**src/rtl/bus_master_pkg.sv**
```systemverilog
`default_nettype none
// ============================================================================
// Module  : bus_master_pkg
// Brief   : Shared types and widths for the bus_master_seq initiator.
// Rev     : 1.0  initial release
// ============================================================================
package bus_master_pkg;

    localparam int LAT_W = 4;
    localparam int LEN_W = 8;

    typedef enum logic [1:0] {
        IDLE  = 2'd0,
        ISSUE = 2'd1,
        WAIT  = 2'd2,
        RESP  = 2'd3
    } bm_state_t;

endpackage
`default_nettype wire

```
**src/rtl/sample_bus.sv**
```systemverilog
`default_nettype none
// ============================================================================
// Module  : bus_slave (interface)
// Brief   : Simple strobe-based peripheral bus; 'out' faces the initiator,
//           'in' faces the peripheral.
// Rev     : 1.0  initial release
// ============================================================================
interface bus_slave;
    logic        wr;
    logic        rd;
    logic [31:0] addr;
    logic [31:0] data_i;
    logic [31:0] data_o;

    modport out (output wr, output rd, output addr, output data_i, input data_o);
    modport in  (input wr, input rd, input addr, input data_i, output data_o);
endinterface
`default_nettype wire

```
**src/rtl/bus_master_seq.sv**
```systemverilog
`default_nettype none
// ============================================================================
// Module  : bus_master_seq
// Brief   : Single-command bus initiator: valid/ready command in, one-cycle
//           wr/rd strobe out, fixed-latency read sampling, valid/ready read
//           response. Optional read bursts with BUS_MASTER_RD_BURST_EN.
// Rev     : 1.0  initial release
// ============================================================================
module bus_master_seq
    import bus_master_pkg::*;
#(
    parameter int RD_LATENCY = 1,
    parameter int ADDR_STEP  = 4
) (
    input  logic             clk,
    input  logic             rst,
    input  logic             cmd_valid,
    output logic             cmd_ready,
    input  logic             cmd_wr,
    input  logic [31:0]      cmd_addr,
    input  logic [31:0]      cmd_wdata,
`ifdef BUS_MASTER_RD_BURST_EN
    input  logic [LEN_W-1:0] cmd_len,
`endif
    output logic             rsp_valid,
    input  logic             rsp_ready,
    output logic [31:0]      rsp_rdata,
    bus_slave.out            bus
);

    generate
        if (RD_LATENCY < 0 || RD_LATENCY > 15) begin : g_lat_range_err
            $error("bus_master_seq: RD_LATENCY must be within 0..15");
        end
    endgenerate

    localparam logic [LAT_W-1:0] c_lat  = LAT_W'(RD_LATENCY);
    localparam logic [31:0]      c_step = 32'(ADDR_STEP);

    bm_state_t         r_state;
    bm_state_t         w_state_nxt;
    logic              r_wr;
    logic [31:0]       r_addr;
    logic [31:0]       r_wdata;
    logic [31:0]       r_rdata;
    logic [LAT_W-1:0]  r_cnt;
    logic [LEN_W-1:0]  r_len;
    logic [LEN_W-1:0]  w_len_in;
    logic              w_accept;
    logic              w_sample;
    logic              w_rsp_hs;
    logic              w_more;

    // Beats remaining after the current one; forced to zero without bursts.
`ifdef BUS_MASTER_RD_BURST_EN
    assign w_len_in = cmd_wr ? '0 : cmd_len;
`else
    assign w_len_in = '0;
`endif

    assign w_accept = (r_state == IDLE) && cmd_valid;
    assign w_rsp_hs = (r_state == RESP) && rsp_ready;
    assign w_more   = (r_len != '0);

    always_comb begin
        w_state_nxt = r_state;
        w_sample    = 1'b0;
        case (r_state)
            IDLE: begin
                if (cmd_valid) w_state_nxt = ISSUE;
            end
            ISSUE: begin
                if (r_wr) begin
                    w_state_nxt = IDLE;
                end else if (c_lat == '0) begin
                    w_sample    = 1'b1;
                    w_state_nxt = RESP;
                end else begin
                    w_state_nxt = WAIT;
                end
            end
            WAIT: begin
                if (r_cnt == LAT_W'(1)) begin
                    w_sample    = 1'b1;
                    w_state_nxt = RESP;
                end
            end
            RESP: begin
                if (rsp_ready) w_state_nxt = w_more ? ISSUE : IDLE;
            end
            default: w_state_nxt = IDLE;
        endcase
    end

    always_ff @(posedge clk) begin
        if (rst) begin
            r_state <= IDLE;
            r_wr    <= 1'b0;
            r_addr  <= '0;
            r_wdata <= '0;
            r_rdata <= '0;
            r_cnt   <= '0;
            r_len   <= '0;
        end else begin
            r_state <= w_state_nxt;
            if (w_accept) begin
                r_wr    <= cmd_wr;
                r_addr  <= cmd_addr;
                r_wdata <= cmd_wdata;
                r_len   <= w_len_in;
            end
            if (r_state == ISSUE) begin
                r_cnt <= c_lat;
            end else if (r_state == WAIT) begin
                r_cnt <= r_cnt - LAT_W'(1);
            end
            if (w_sample) r_rdata <= bus.data_o;
            // Next burst beat: address wraps naturally at 2^32.
            if (w_rsp_hs && w_more) begin
                r_len  <= r_len - LEN_W'(1);
                r_addr <= r_addr + c_step;
            end
        end
    end

    assign cmd_ready  = (r_state == IDLE);
    assign rsp_valid  = (r_state == RESP);
    assign rsp_rdata  = r_rdata;
    assign bus.wr     = (r_state == ISSUE) &&  r_wr;
    assign bus.rd     = (r_state == ISSUE) && !r_wr;
    assign bus.addr   = r_addr;
    assign bus.data_i = r_wdata;

endmodule
`default_nettype wire

```
**src/flat_wrapper.sv**
```systemverilog
// flat-port wrapper written by rule: the top's interface ports become plain ports
module bus_master_seq_flat import bus_master_pkg::*;
#(
    parameter int RD_LATENCY = 1,
    parameter int ADDR_STEP  = 4
)
  (clk, rst, cmd_valid, cmd_ready, cmd_wr, cmd_addr, cmd_wdata, rsp_valid, rsp_ready, rsp_rdata, bus_wr, bus_rd, bus_addr, bus_data_i, bus_data_o);
  bus_slave bus_i ();
  input  logic clk;
  input  logic rst;
  input  logic cmd_valid;
  output logic cmd_ready;
  input  logic cmd_wr;
  input  logic [31:0] cmd_addr;
  input  logic [31:0] cmd_wdata;
  output logic rsp_valid;
  input  logic rsp_ready;
  output logic [31:0] rsp_rdata;
  output wire logic [$bits(bus_i.wr)-1:0] bus_wr;
  output wire logic [$bits(bus_i.rd)-1:0] bus_rd;
  output wire logic [$bits(bus_i.addr)-1:0] bus_addr;
  output wire logic [$bits(bus_i.data_i)-1:0] bus_data_i;
  input wire logic [$bits(bus_i.data_o)-1:0] bus_data_o;
  assign bus_wr = bus_i.wr;
  assign bus_rd = bus_i.rd;
  assign bus_addr = bus_i.addr;
  assign bus_data_i = bus_i.data_i;
  assign bus_i.data_o = bus_data_o;
  bus_master_seq #(.RD_LATENCY(RD_LATENCY), .ADDR_STEP(ADDR_STEP)) u_core (.clk(clk), .rst(rst), .cmd_valid(cmd_valid), .cmd_ready(cmd_ready), .cmd_wr(cmd_wr), .cmd_addr(cmd_addr), .cmd_wdata(cmd_wdata), .rsp_valid(rsp_valid), .rsp_ready(rsp_ready), .rsp_rdata(rsp_rdata), .bus(bus_i));
endmodule
```
**config.mk**
```make
export PLATFORM = sky130hd
export DESIGN_NAME = bus_master_seq_flat
export DESIGN_NICKNAME = d
export VERILOG_FILES = /design/src/rtl/bus_master_pkg.sv /design/src/rtl/sample_bus.sv /design/src/rtl/bus_master_seq.sv /design/src/flat_wrapper.sv
export SDC_FILE = /design/constraint.sdc
export NUM_CORES = 1
export LEC_CHECK = 0
export ABC_AREA = 1
export BUFFER_PORTS_ARGS = -buffer_cell sky130_fd_sc_hd__buf_2
export CAP_MARGIN = 20
export CORE_ASPECT_RATIO = 0.75
export CORE_MARGIN = 1
export CORE_UTILIZATION = 25
export DETAILED_ROUTE_END_ITERATION = 12
export PLACE_DENSITY = 0.51
export SYNTH_ARGS = -nofsm -noshare
export SYNTH_HDL_FRONTEND = slang
export SYNTH_SLANG_ARGS = --single-unit
```
**constraint.sdc**
```tcl
create_clock -name clk -period 2.1 [get_ports clk]
set_input_delay 0.21 -clock clk [delete_from_list [all_inputs] [get_ports clk]]
set_output_delay 0.21 -clock clk [all_outputs]
set_load 0.1 [all_outputs]
```
==> impl_metrics.csv, run 1 <==
group,metric,value,unit
run_status,status,"finished, final reports clean",
route,drtIter0Drc,371,
clock_tree,postCtsSetupBuffers,0,
worst_setup_path,worstSetupStartpointType,"register",
placement,pre_cts_slack,0.327,ns
worst_setup_path,critPathKind,"register to output port",
timing,max_freq,0.542,GHz
global_routing,track_usage,0.158,
worst_hold_path,hp-class,"input pin to register",
logic_synthesis,synthSimpleGateAreaFrac,0.321,
timing,clock_skew,0.0190,ns
timing,fin_ws,0.256,ns
worst_setup_path,cp_max_fo,4,
layout,nets,1124,
route,drt_wl_total,17300,um
logic_synthesis,synth_compound_area_frac,0.143,
timing,hold_viol,0,
pwr,leakagePower,3.20,nW
clock_tree,root_buffer,"clkbuf_16",
layout,num_antenna_cells,0,
floorplanning,core-area,21100,um^2
route,num_vias,5630,
placement,place_hpwl,13200,um
global_routing,grt_pass1_wl,27100,um
timing,fin_hold_ws,0.0848,ns
timing,tightest_slew,0.520,ns
global_routing,grt_antenna_before_repair,5,
logic_synthesis,ys_async_sr_fraction,0,
timing,period_needed,1.84,ns
logic_synthesis,synthAdderAreaFrac,0.0232,
floorplanning,die_area,22200,um^2
logic_synthesis,synth_area_leaders,"dfxtp_1, nand2_1, nor2_1",
clock_tree,clkTransAtPathRegs,0.09,ns
logic_synthesis,synth-seq-area-share,0.412,
logic_synthesis,avgSynthCellArea,6.55,um^2
logic_synthesis,synth_mux_area_frac,0,
route,final_antenna_net_count,0,
logic_synthesis,ys_seq_elements,111,
layout,area_growth,31.2,%
floorplanning,rows,46,
placement,gp_congestion,0.830,
clock_tree,cts_resized,0,
logic_synthesis,synth_area_leader_cell,"dfxtp_1",
layout,fillers,2373,
pwr,ir_worst_vdd,846,uV
logic_synthesis,synthXorXnorAreaFrac,0.00487,
logic_synthesis,synthesis.area,5400,um^2
timing,slew_headroom,0.656,
route,first_pass_iters,4,
logic_synthesis,synthCells,824,
floorplanning,io_pins,201,
worst_setup_path,worstPathRequired,1.89,ns
pwr,p_per_area,1330,nW/um^2
placement,placed_cell_area,6770,um^2
run,max-cap-violations,0,
floorplanning,start_util,0.255,
route,wl_per_cell,13.3,um
clock_tree,cts_tree,"yes",
logic_synthesis,syn_nets,935,
logic_synthesis,synth_edf_count,0,
worst_setup_path,cp.arrival,1.63,ns
worst_hold_path,hp-start,"cmd_wdata[16]",
global_routing,grt_max_degree,65,
floorplanning,die_h,129,um
route,drt-vias-per-instance,4.31,
global_routing,gr-total-overflow,0,
floorplanning,fp.dieW,172,um
timing,rsz0062_at_grt,"false",
layout,postLayoutCellArea,7080,um^2
clock_tree,cts_sinks,111,
timing,maxSlewViolCount,0,
clock_tree,cts_hold_buf,0,
logic_synthesis,netlist-cell-type-count,32,
logic_synthesis,yosysMostFrequentCell,"nand2_1",
clock_tree,htreeDepth,3,
logic_synthesis,ys_warn_count,0,
clock_tree,clk_latency,0.37,ns
clock_tree,cts_buffers,9,
logic_synthesis,ys.flop_type,"dfxtp_1",
worst_setup_path,cp-end-kind,"output port",
logic_synthesis,synth_top_area_frac,0.412,
layout,drive_gt1_frac,0.249,
logic_synthesis,synth_top_cells_by_count,"nand2_1, nor2_1, dfxtp_1",
global_routing,grt_pass1_vias,5090,
timing,finalSetupViolations,0,
clock_tree,clockBufferDepth,2,
worst_setup_path,reg2reg_from,"u_core.r_len[0]",
placement,numPortBuffers,200,
route,drc,0,
logic_synthesis,synth_top_family_by_area,"simple AND/OR/NAND/NOR gates",
timing,finalCritPeriodShare,0.878,
timing,fin_setup_tns,0,ns
[registers in the layout, summed over array words and instances (netlist names), named ones only]
register           cells
u_core.r_cnt           4
u_core.bus.addr       32
u_core.r_len           8
u_core.r_state         1
u_core.r_wr            1
u_core.bus.data_i     32
u_core.rsp_rdata      32
[cells by family (layout without fill, tap and decap cells)]
family,after synthesis,after routing
xor+xnor,3,3
fa+ha+maj,10,10
flops,111,111
compound gates,150,150
simple gates,420,420
buf+inv,130,324
[routing by layer]
metal,vias up,global-route usage,share of wire
met5,-,0,0.0016
met4,4,0.0389,0.0096
met3,14,0.0565,0.090
met2,175,0.255,0.45
met1,2457,0.200,0.45
li1,2980,-,-
[stage by stage]
stage | instances | util | power [mW]
6_report | 1306 | 0.335 | 9.41
5_1_grt | 1306 | 0.335 | 9.96
3_3_place_gp | 1290 | 0.321 | 7.69
4_1_cts | 1306 | 0.335 | 9.54
2_1_floorplan | 824 | - | 6.78
3_5_place_dp | 1290 | 0.321 | 7.71
[path summary, 6_finish.rpt]
check | to | slack [ns] | cells after the start
max | bus_rd | 0.26 | 5
min | u_core.bus.data_i[16] | 0.08 | 3
max reg2reg | u_core.bus.addr[14] | 0.33 | 10
min reg2reg | u_core.rsp_rdata[21] | 0.44 | 2
[critical path, stage by stage (launching register included)]
cell and delay (ns):
dfxtp_1 0.35, inv_1 0.13, ha_1 0.18, inv_1 0.07, nor2_2 0.10, buf_2 0.43
[power by group]
| group | internal (mW) | switching, mW | leakage [nW] |
|---|---|---|---|
| logic | 0.849 | 3.93 | 2.14 |
| clock network | 0.860 | 0.932 | 0.153 |
| registers | 2.51 | 0.329 | 0.909 |
[layout make-up]
class / count / area [um^2] / area share
Sequential cell: 111 / 2230 / 0.315
Inverter: 93 / 349 / 0.0493
Clock buffer: 9 / 225 / 0.0318
Tap cell: 288 / 360 / 0.0509
Multi-Input combinational cell: 583 / 2670 / 0.377
Timing Repair Buffer: 215 / 1160 / 0.164
Clock inverter: 7 / 82.6 / 0.0117
[layout by cell type, fill, tap and decap left out]
master | netlist | final
a211oi_1 | 1 | 1
a21boi_0 | 1 | 1
a21oi_1 | 58 | 58
a31o_2 | 1 | 1
a31oi_1 | 1 | 1
buf_12 | 0 | 4
buf_2 | 8 | 200
buf_4 | 1 | 11
clkbuf_16 | 0 | 9
clkinv_2 | 0 | 1
clkinv_8 | 0 | 2
dfxtp_1 | 111 | 107
dfxtp_2 | 0 | 4
ha_1 | 10 | 8
ha_2 | 0 | 2
inv_1 | 92 | 91
inv_2 | 1 | 2
inv_8 | 0 | 4
nand2_1 | 194 | 193
nand2_2 | 1 | 2
nand3_1 | 65 | 64
nand3_2 | 0 | 1
nand3b_1 | 5 | 5
nand4_1 | 2 | 2
nor2_1 | 142 | 141
nor2_2 | 3 | 4
nor2_4 | 2 | 2
nor2_8 | 1 | 1
nor3_1 | 3 | 3
o21ai_0 | 80 | 80
o21ai_1 | 4 | 4
o21bai_1 | 2 | 2
o21bai_2 | 1 | 1
o22ai_1 | 1 | 1
or2_2 | 2 | 2
xnor2_1 | 1 | 1
xor2_1 | 2 | 2
No activity file was read; power rests on OpenSTA's default activity.
==> run 2, diff against run 1 <==
--- a/config.mk
+++ b/config.mk
@@ -11,8 +11,10 @@
 export CORE_ASPECT_RATIO = 0.75
 export CORE_MARGIN = 1
 export CORE_UTILIZATION = 25
+export CTS_BUF_LIST = sky130_fd_sc_hd__clkbuf_4
 export DETAILED_ROUTE_END_ITERATION = 12
 export PLACE_DENSITY = 0.51
+export SKIP_CTS_REPAIR_TIMING = 1
 export SYNTH_ARGS = -nofsm -noshare
 export SYNTH_HDL_FRONTEND = slang
 export SYNTH_SLANG_ARGS = --single-unit
==> impl_metrics.csv, run 2 (synthesis gave the netlist of run 1 again) <==
group,metric,value,unit
timing,finalSetupViolations,0,
layout,drive_gt1_frac,0.231,
route,drt_wl_total,17900,um
worst_setup_path,rr_worst_depth,10,
route,drc,0,
floorplanning,die_area,22200,um^2
worst_setup_path,worstSetupStartpointType,"register",
worst_setup_path,critical_path.top_delay_family,"buffers and inverters",
timing,tightest_slew,0.526,ns
worst_setup_path,crit_top_cell,"inv_1",
global_routing,grt_use_met3,0.0638,
route,drtIter0Drc,385,
pwr,p_per_area,1160,nW/um^2
run_status,status,"finished with violations",
timing,period_needed,1.92,ns
route,wl_per_cell,13.0,um
global_routing,grt_pass1_vias,5072,
timing,fin_ws,0.177,ns
clock_tree,htreeDepth,3,
layout,area_growth,42.3,%
global_routing,top_usage_layer,"met2",
worst_hold_path,hold_depth,3,
worst_setup_path,cp.arrival,1.71,ns
global_routing,grt_antenna_before_repair,1,
global_routing,grt_max_degree,65,
floorplanning,rows,46,
pwr,power_switching_share,0.578,
worst_setup_path,path_cells,"inv_1, ha_1, nand2_1, inv_1, buf_2",
floorplanning,die_h,129,um
run,max-cap-violations,0,
floorplanning,core-area,21100,um^2
timing,maxSlewViolCount,0,
worst_setup_path,r2r_end,"u_core.bus.addr[14]",
clock_tree,clkTransAtPathRegs,0.18,ns
timing,fin_setup_tns,0,ns
clock_tree,cts_sinks,111,
worst_setup_path,critPathKind,"register to output port",
floorplanning,fp.dieW,172,um
pwr,pwr-share-seq,0.319,
placement,place_hpwl,13200,um
worst_setup_path,cp_max_fo,4,
global_routing,grt_use_met2,0.253,
timing,finalCritPeriodShare,0.916,
layout,final_cells,1382,
timing,max_freq,0.520,GHz
pwr,clkPwrFrac,0.130,
global_routing,gr-total-overflow,0,
layout,nets,1199,
run_status,violations,"hold timing",
timing,fin_hold_ws,-0.0000885,ns
worst_hold_path,hp-class,"input pin to register",
timing,clock_skew,0.0323,ns
route,final_antenna_net_count,0,
worst_setup_path,worstPathRequired,1.89,ns
layout,final_common_cell,"buf_2",
placement,gp_congestion,0.830,
worst_setup_path,cp-end-kind,"output port",
global_routing,grt.met1_usage,0.201,
pwr,fin_total_pwr,8.90,mW
placement,numPortBuffers,200,
pwr,ir_worst_vdd,900,uV
clock_tree,clockBufferDepth,2,
route,first_pass_iters,5,
route,drt-vias-per-instance,4.27,
pwr,leakagePower,3.45,nW
worst_hold_path,hp-start,"bus_data_o[31]",
placement,pre_cts_slack,0.327,ns
route,num_vias,5901,
pwr,switching_power,5.15,mW
timing,slew_headroom,0.652,
layout,postLayoutCellArea,7680,um^2
worst_setup_path,slowest_stage,"buf_2",
placement,place_inst,1290,
layout,layout_common_cells,"buf_2, nand2_1, nor2_1",
worst_setup_path,slowest_delay,0.41,ns
worst_setup_path,path_buf_inv,3,
worst_hold_path,min_to,"u_core.rsp_rdata[31]",
pwr,power.internal,3.75,mW
clock_tree,clk_latency,0.51,ns
global_routing,track_usage,0.158,
placement,placed_cell_area,6770,um^2
worst_setup_path,reg2reg_from,"u_core.r_len[0]",
floorplanning,start_util,0.255,
clock_tree,root_buffer,"clkbuf_4",
worst_setup_path,reg2reg_slack,0.31,ns
clock_tree,cts_tree,"yes",
global_routing,grt_pass1_wl,27000,um
timing,hold_viol,1,
clock_tree,cts_buffers,9,
timing,rsz0062_at_grt,"false",
pwr,comb_power_share,0.551,
layout,final_util,0.363,
floorplanning,io_pins,201,
run 2: worst max-delay path by stage:
stage / start / to / slack, ns / cells after the start
after floorplan: u_core.bus.addr[9] / u_core.bus.addr[21] / 0.003 / 9
after global placement: u_core.r_len[0] / u_core.bus.addr[14] / 0.38 / 10
after detailed placement: u_core.r_len[0] / u_core.bus.addr[5] / 0.33 / 10
after CTS: register / bus_rd / 0.03 / 5
after global routing: register / bus_wr / 0.002 / 5
final: register / bus_wr / 0.18 / 5
run 2: layout make-up:
cell class	instances	area [um^2]
fill	2302	13400
sequential	111	2230
multi-input combinational	583	2670
timing repair buffer	290	1920
clock inverter	7	82.6
antenna	1	2.50
inverter	93	349
tap	288	360
clock buffer	9	67.6
run 2: worst register-to-register path, stage by stage (launching register included):
cell     delay [ns]
dfxtp_1        0.38
inv_1          0.11
ha_1           0.22
nand2_2        0.09
nor2_2         0.05
nor2_2         0.12
buf_12         0.23
nor2_8         0.11
nor2_4         0.20
inv_1          0.10
o21ai_0        0.14
run 2: power groups by stage:
stage | registers, mW | clock network (mW) | logic [mW]
after floorplan | 5.42 | 0 | 1.36
after global placement | 2.88 | 0 | 4.81
after detailed placement | 2.89 | 0 | 4.82
after CTS | 2.84 | 1.24 | 4.83
after global routing | 2.91 | 1.31 | 5.23
final | 2.84 | 1.15 | 4.91
run 2: metal layers:
layer,part of all wire,routed length (um)
met5,0,0
met2,0.46,8310
met4,0.0064,114
met1,0.45,8150
met3,0.076,1360
